$ cat src/rtl/sat_counter.sv
// Saturating up-counter with enable and synchronous active-low clear.
module sat_counter #(
  parameter int unsigned W = 32
) (
  input  logic         clk,
  input  logic         i_clr_n,
  input  logic         i_en,
  output logic [W-1:0] o_count
);

  logic [W-1:0] r_count;

  always_ff @(posedge clk) begin
    if (!i_clr_n) begin
      r_count <= '0;
    end else if (i_en && (r_count != {W{1'b1}})) begin
      r_count <= r_count + W'(1);
    end
  end

  assign o_count = r_count;

endmodule

$ cat config.mk
export PLATFORM = sky130hd
export DESIGN_NAME = sat_counter
export DESIGN_NICKNAME = d
export VERILOG_FILES = /design/src/rtl/sat_counter.sv
export SDC_FILE = /design/constraint.sdc
export NUM_CORES = 1
export LEC_CHECK = 0
export CAP_MARGIN = 10
export CORE_ASPECT_RATIO = 0.5
export CORE_MARGIN = 8
export CORE_UTILIZATION = 54
export DETAILED_ROUTE_END_ITERATION = 10
export PLACE_DENSITY = 0.93
export SYNTH_ARGS = -nofsm -noshare
export SYNTH_HDL_FRONTEND = slang
export SYNTH_SLANG_ARGS = --single-unit
$ cat constraint.sdc
create_clock -name clk -period 3.6 [get_ports clk]
set_clock_uncertainty 0.1 [all_clocks]
set_input_delay 0.9 -clock clk [delete_from_list [all_inputs] [get_ports clk]]
set_output_delay 0.9 -clock clk [all_outputs]
set_load 0.03 [all_outputs]
==> run summary, run 1 <==
The flow ran to the end, and the final reports show no timing, DRC or antenna violations. The worst hold path endpoint was o_count[27]. Portion of synthesized cell area occupied by the leading cell type: 37.6%.

For this configuration, the core starts out at a cell density of 56.6%. The H-tree was split into 2 levels. The tools report the type of element launching the critical path as a primary input.

For the final hold violation count, the log shows 0. The logs give 186 for the violation count after the first detailed-route iteration and 267 for the number of cells in the design after placement. The average detailed-routed wire length per instance is 17.2 um.

Summed over all nets, the half-perimeter wirelength after detailed placement is 3400 um. The standard cell with the maximum stage delay on the critical path was clkdlybuf4s50_1. Sorting the synthesized cells by area gives the leading types as dfxtp_1, o31ai_1, or4_1.

The total clock buffers created by CTS was 5. The Yosys step of the flow raised 0 warnings. Buffers placed on the I/O ports in this run total 34. The die is 95.4 um wide.

The final period utilization works out to 85.8%. The tools report the final-stage net count as 238. For the fmax, the log shows 324 MHz.

The worst register-to-register path has a depth of 6. Hold repair after CTS inserted 0 buffers. The number of flip-flops in the largest register works out to 32. In the final timing run, aggregate negative setup slack is 0 ps. The first global-routing pass estimated 7770 um of wire. The tools report the post-CTS setup-driven buffer insertion count as 0. For the die area, the log shows 5320 sq um. Broken down by cell family, the worst path's largest delay share belongs to simple AND/OR/NAND/NOR gates. The commonest cells after synthesis are dfxtp_1, nand2_1, a21oi_1, nand3_1. Along the worst path, the maximum fanout reaches 11. The number of cells on the worst hold path is 2. The remaining number of nets flagged by the antenna check after routing was 0; the number of rows in the core area was 14. The path class of the tightest hold or removal check is reg -> reg.

The register area was 641 sq um; the antenna diode count was 0. The tree is rooted in a clkbuf_8. dfxtp_1 takes more of the synthesized area than any other cell.

The count of flip-flops with a built-in enable after synthesis was 0; the maximum clock insertion buffer count was 2. In this design, the critical path's most frequently occurring cell is nand4_1. On the worst path, the slowest cell contributes a delay of 550 ps.

In this run the static leakage power is 0.000659 uW. Of all flip-flops after synthesis, the portion carrying an async set or reset was 0%. For flop-to-flop paths, the worst setup slack is 870 ps. The core region is 3010 sq um.

For this design, the sink count on the clock tree is 32. The worst hold path begins at o_count[27]. In the final layout, the multi-input gates occupy 1010 sq um. The number of nets produced by synthesis is 204, and the clock edge transition at the registers on the reported setup and hold paths is 70 ps. Summing over every cut layer, the via total after detailed routing is 1,789. The worst voltage drop across the vdd grid was 204 uV; the cell count after synthesis was 200.

Most used flip-flop cell after synthesis: dfxtp_1. Setup repair after global routing left no endpoint under its margin. After detailed routing, the number of vias per cell comes to 6.53.

In this run the count of I/O pins placed on the die edge is 35. The tools report the number of antenna violations at the first check in global routing as 0. The insertion delay to the later sink of the worst-skew pair is 290 ps. For the pin with the worst max-slew slack, the measured transition is 880 ps. The tools report the launch instance of the worst register-to-register path as o_count[16].

In the final layout, the share of cells above drive strength 1 is 7.69%. Walking the worst path, the cells encountered are clkdlybuf4s50_1 -> nand4_1 -> buf_4 -> nor4_1 -> nand4_1 -> or4_1 -> a21oi_1. The relative slew slack is 40.8%, and the via count of the first global-routing pass is 1,651.

After filler insertion, the fill cell instance count of the layout stands at 221. In the routed design, unresolved DRC markers number 0. The start-to-end type of the worst setup path was in -> reg.

The endpoint identified for the worst register-to-register timing path is o_count[15]. The worst setup path is captured at a flop. The number of buffers and inverters on the critical path works out to 2.

The wire length reported by the detailed router is 4720 um, and the final global-route overflow total is 0. Across the run, the number of max-cap violations was 0. The weighted congestion reported at the end of routability-driven placement is 0.913, and the post-synthesis register bit count is 32. For the worst setup path, the data arrival time is 3210 ps. The final count of pins violating max slew was 0; the final critical delay including setup and external delays was 3090 ps. The area growth from synthesis to layout is 27.1%. The pin count of the biggest net entering global routing was 23; the height of the die was 55.7 um. The tools report the total global routing track utilization as 18.4%.

The tools report the area of the mapped netlist as 1700 sq um. The finished layout holds 274 standard cells, fillers aside. Critical path data required time: 3720 ps.

In this run, distinct cell masters in the synthesized netlist total 38. dfxtp_1 is the most common cell in the netlist. The first TritonRoute pass finished after 4 iterations.

Dividing total power by cell area gives a power density of 302 nW/um^2. TritonCTS built the clock tree. The mean post-synth cell area is 8.52 sq um.

In this run, post-CTS repair resized a total of 0 instances. The tools report the number of setup violations in the final report as 0. The sequential cell area fraction in the yosys report was 37.6%.
[per-layer routing]
layer / track usage (%) / part of all wire, %
met3: 5.38 / 9.9
met1: 21.2 / 40
met5: 0 / 0
met4: 13.0 / 4.3
met2: 28.3 / 46
[cells in the final DEF (no fill, tap or decap), drive strengths merged, types with 3 or more instances in the layout]
master,count
and4,6
dfxtp,32
nand3,14
nor3,3
nor2,9
nand4,9
o41ai,4
or3,6
xnor2,4
a21oi,15
nand2,16
nand2b,9
o31ai,11
buf,5
inv,3
or4,13
nor4,6
clkdlybuf4s50,34
clkbuf,6
and3,3
o21ai,3
mux2i,7
[worst max-delay path by stage]
stage	startpoint	end	slack, ps	cells past startpoint
after global routing	i_en	o_count[29]	330	7
after detailed placement	i_en	o_count[29]	270	7
final	i_en	o_count[29]	510	7
after floorplan	i_en	o_count[31]	990	5
after global placement	i_en	o_count[31]	380	6
after CTS	i_en	o_count[29]	580	7
[report_power, final]
group | internal, uW | switching (uW)
clock network | 131 | 131
logic | 11.9 | 19.2
registers | 356 | 3.24
[layout make-up]
type,count,area share (%)
clock buffers,6,3.35
clock inverters,1,0.231
inverters,3,0.520
multi-input cells,153,46.6
flip-flops and latches,32,29.6
well taps,40,2.31
repair buffers,39,17.4
[worst register-to-register path, cell delays in order (launching register included)]
cell and delay, ps:
dfxtp_1 470, nand3_2 180, or3_4 460, nor4_2 800, buf_4 350, o311ai_0 170, o41ai_1 90
[kinds of logic after synthesis]
| family | synth area share (%) |
|---|---|
| xor+xnor | 2.57 |
| fa+ha+maj | 0.734 |
| flops | 37.6 |
| simple gates | 33.5 |
| compound gates | 17.9 |
| mux | 4.11 |
| buf+inv | 3.60 |
[through the flow]
stage | setup WS (ps) | total power, uW | area, sq um | util (%) | hold slack (ps)
after CTS | 579 | 657 | 2170 | 71.9 | 386
final | 510 | 653 | 2170 | 71.9 | 386
after detailed placement | 273 | 399 | 2090 | 69.3 | 375
after floorplan | 991 | 385 | 1700 | - | 496
after global routing | 326 | 678 | 2170 | 71.9 | 426
after global placement | 380 | 397 | 2090 | 69.3 | 362
Note: power is estimated with default switching activity, not from simulation.
==> inputs of run 2 (changes only) <==
- CORE_ASPECT_RATIO: 0.5 -> unset
- CORE_UTILIZATION: 54 -> 24
- PLACE_DENSITY: 0.93 -> 0.53
==> run 2 against run 1 <==
Net effect:
- global-route usage shrank 8.4 points
- core utilization shrank 39 points
- hold slack gained 9.6 ps
- combinational power is essentially flat
- first-iteration DRC count shrank 73%
- critical endpoint is now o_count[31]
- maximum frequency grew 4.9%
- largest power group unchanged
- non-clock buffer count grew 1
- register-to-register slack gained 170 ps
==> run summary, run 2 (synthesized netlist as in run 1, its figures left out) <==
Summing over every cut layer, the via total after detailed routing is 1,688. IR analysis of the VDD net gives a maximum drop of 256 uV. The area of the multi-input gates is 1010 sq um, and the number of antenna violations at the first check in global routing is 0. Setup repair after global routing left no endpoint under its margin.

Dividing total power by cell area gives a power density of 302 nW/um^2. The weighted congestion reported at the end of routability-driven placement is 0.787. The run gives 0 as the number of remaining DRC errors. The logs give 0 for the remaining number of nets flagged by the antenna check after routing and 32 for the clock sink total. In this run, post-CTS repair resized a total of 0 instances. The floorplan die width is 100 um. The height of the die works out to 100 um.

Start-to-end type of the worst setup path: in -> reg. The commonest non-fill, non-tap cell in the layout is clkdlybuf4s50_1. The tool flagged a number of max-cap violations equal to 0. The root cell of the clock tree is clkbuf_8. In this run the core area contains 30 standard-cell rows. Once placement completed, the tool counted placed cells totaling 324. The register with the most flip-flops in the layout has 32 of them. The worst hold path belongs to the class reg -> reg. TritonCTS built the clock tree. The floorplan step defined a die boundary enclosing 10,100 sq um.

The post-route netlist has 8.90% of its cells at a drive strength greater than 1. Buffers added to address setup during post-CTS repair amount to 0. In this run the tightest slew margin relative to its limit is 54.6%. The biggest cell delay along the critical path is 540 ps. The detailed-route vias per instance came out at 5.08. In the finished design, the share of the clock period the worst path needs comes to 81.8%. The register area was 641 sq um. No sink is reached through more buffers than the 2 on the longest clock path. The endpoint kind of the worst setup timing path is a flop. The cell leakage power is 0.000675 uW. The pre-antenna-repair detailed-routing pass consisted of 5 iterations.

The later pin in the worst-skew pair is clocked with a latency of 290 ps. The count of buffers inserted at the top-level ports came out at 34. The total overflow left after global routing is 0. Grouping stages by cell kind, the critical path spends the most delay in simple AND/OR/NAND/NOR gates.

The logs give 7940 um for the first-pass GRT wire length and 23 for the pin count of the biggest net entering global routing. The number of buffers and inverters on the critical path is 1, and the total global routing track utilization is 9.98%. The finished layout holds 332 standard cells, fillers aside. The critical path goes through clkdlybuf4s50_1 -> nand4_1 -> or4_4 -> or3_1 -> or4_1 -> a21oi_1. Leaving out fill and tap cells, the most frequent cells in the layout are clkdlybuf4s50_1, dfxtp_1, nand2_1. The tools report the via count of the first global-routing pass as 1,600. From synthesis to final layout, the design area changed by 32.5%. The core region is 6830 sq um. For the post-cts hold buffer count, the log shows 0. The filler cells instantiated in the layout total 745.

The data arrival time of the critical path was 3070 ps. The flow ran to the end, and the final reports show no timing, DRC or antenna violations. 0 antenna diodes ended up in the layout.

For the final count of pins violating max slew, the log shows 0. The total half-perimeter wirelength after legalization and detailed placement came out at 3570 um. The logs give 50 for the violation count after the first detailed-route iteration and 5 for the total clock buffers created by CTS. The tools report the type of element launching the critical path as a primary input. Summed over all failing endpoints, the final setup total negative slack is 0 ps. Clock-pin slew was measured on the worst setup and hold paths at 70 ps. The wire length reported by the detailed router is 4780 um.

The logs give 35 for the number of top-level pins and 0 for the number of setup violations in the final report. The final hold violation count was 0. The highest fanout seen on the critical path is 5. The average detailed-routed wire length per instance works out to 14.4 um.

Data on the critical path is required at its endpoint by 3720 ps. The run gives 239 as the final-stage net count. The smallest clock period supported by the final layout is computed as 2950 ps.

The initial core utilization is 24.9%. The run gives 339 MHz as the fmax. Final hold analysis gives a worst-case slack of 396 ps.

In this run the number of H-tree levels came out at 2. The slowest stage of the critical path belongs to the cell clkdlybuf4s50_1. At the pin with the least slew margin, the transition time is 676 ps.
## run 2: cell count changes in the layout (fill, tap and decap cells not counted)
cell / previous run / this run
clkbuf_1: 1 / 0
buf_4: 5 / 6
clkinv_2: 1 / 2
clkbuf_8: 5 / 6
## run 2: worst register-to-register path: stages (launching register included)
cell     delay, ps
dfxtp_1        460
nand3_2        180
or3_4          460
nor4_2         650
buf_4          360
nor4_1          80
o21a_1         160
## run 2: path summary, 6_finish.rpt
kind,startpoint,to,slack (ps),depth (start not counted)
worst min-delay path,o_count[27],o_count[27],400,2
worst min register to register,o_count[27],o_count[27],400,2
worst max-delay path,i_en,o_count[31],650,6
worst max register to register,o_count[16],o_count[6],1040,6
## run 2: per-stage QoR
step	area [sq um]	setup WS, ps	util (%)	power (uW)
2_1_floorplan	1700	991	-	385
3_3_place_gp	2170	391	31.7	399
3_5_place_dp	2170	358	31.7	399
4_1_cts	2260	657	33.1	690
5_1_grt	2260	518	33.1	709
6_report	2260	654	33.1	683
## run 2: cell type report
type,count,area share (%)
Clock buffer,6,3.66
Clock inverter,2,0.443
Inverter,3,0.499
Multi-Input combinational cell,153,44.7
Sequential cell,32,28.4
Tap cell,96,5.32
Timing Repair Buffer,40,17.1
## run 2: layer usage
layer  vias to the layer above  wire length [um]  global-route usage (%)
met1                       806              2200                    11.6
met5                         -                 0                       0
li1                        847                 -                       -
met4                         0                61                    5.23
met3                         7               264                    3.04
met2                        28              2260                    16.1
## run 2: report_power, final
group | total [uW] | switching, uW | internal (uW) | leakage, uW
Clock | 292 | 140 | 152 | 0.0000510
Combinational | 30.8 | 19.1 | 11.8 | 0.000366
Sequential | 360 | 3.19 | 356 | 0.000258
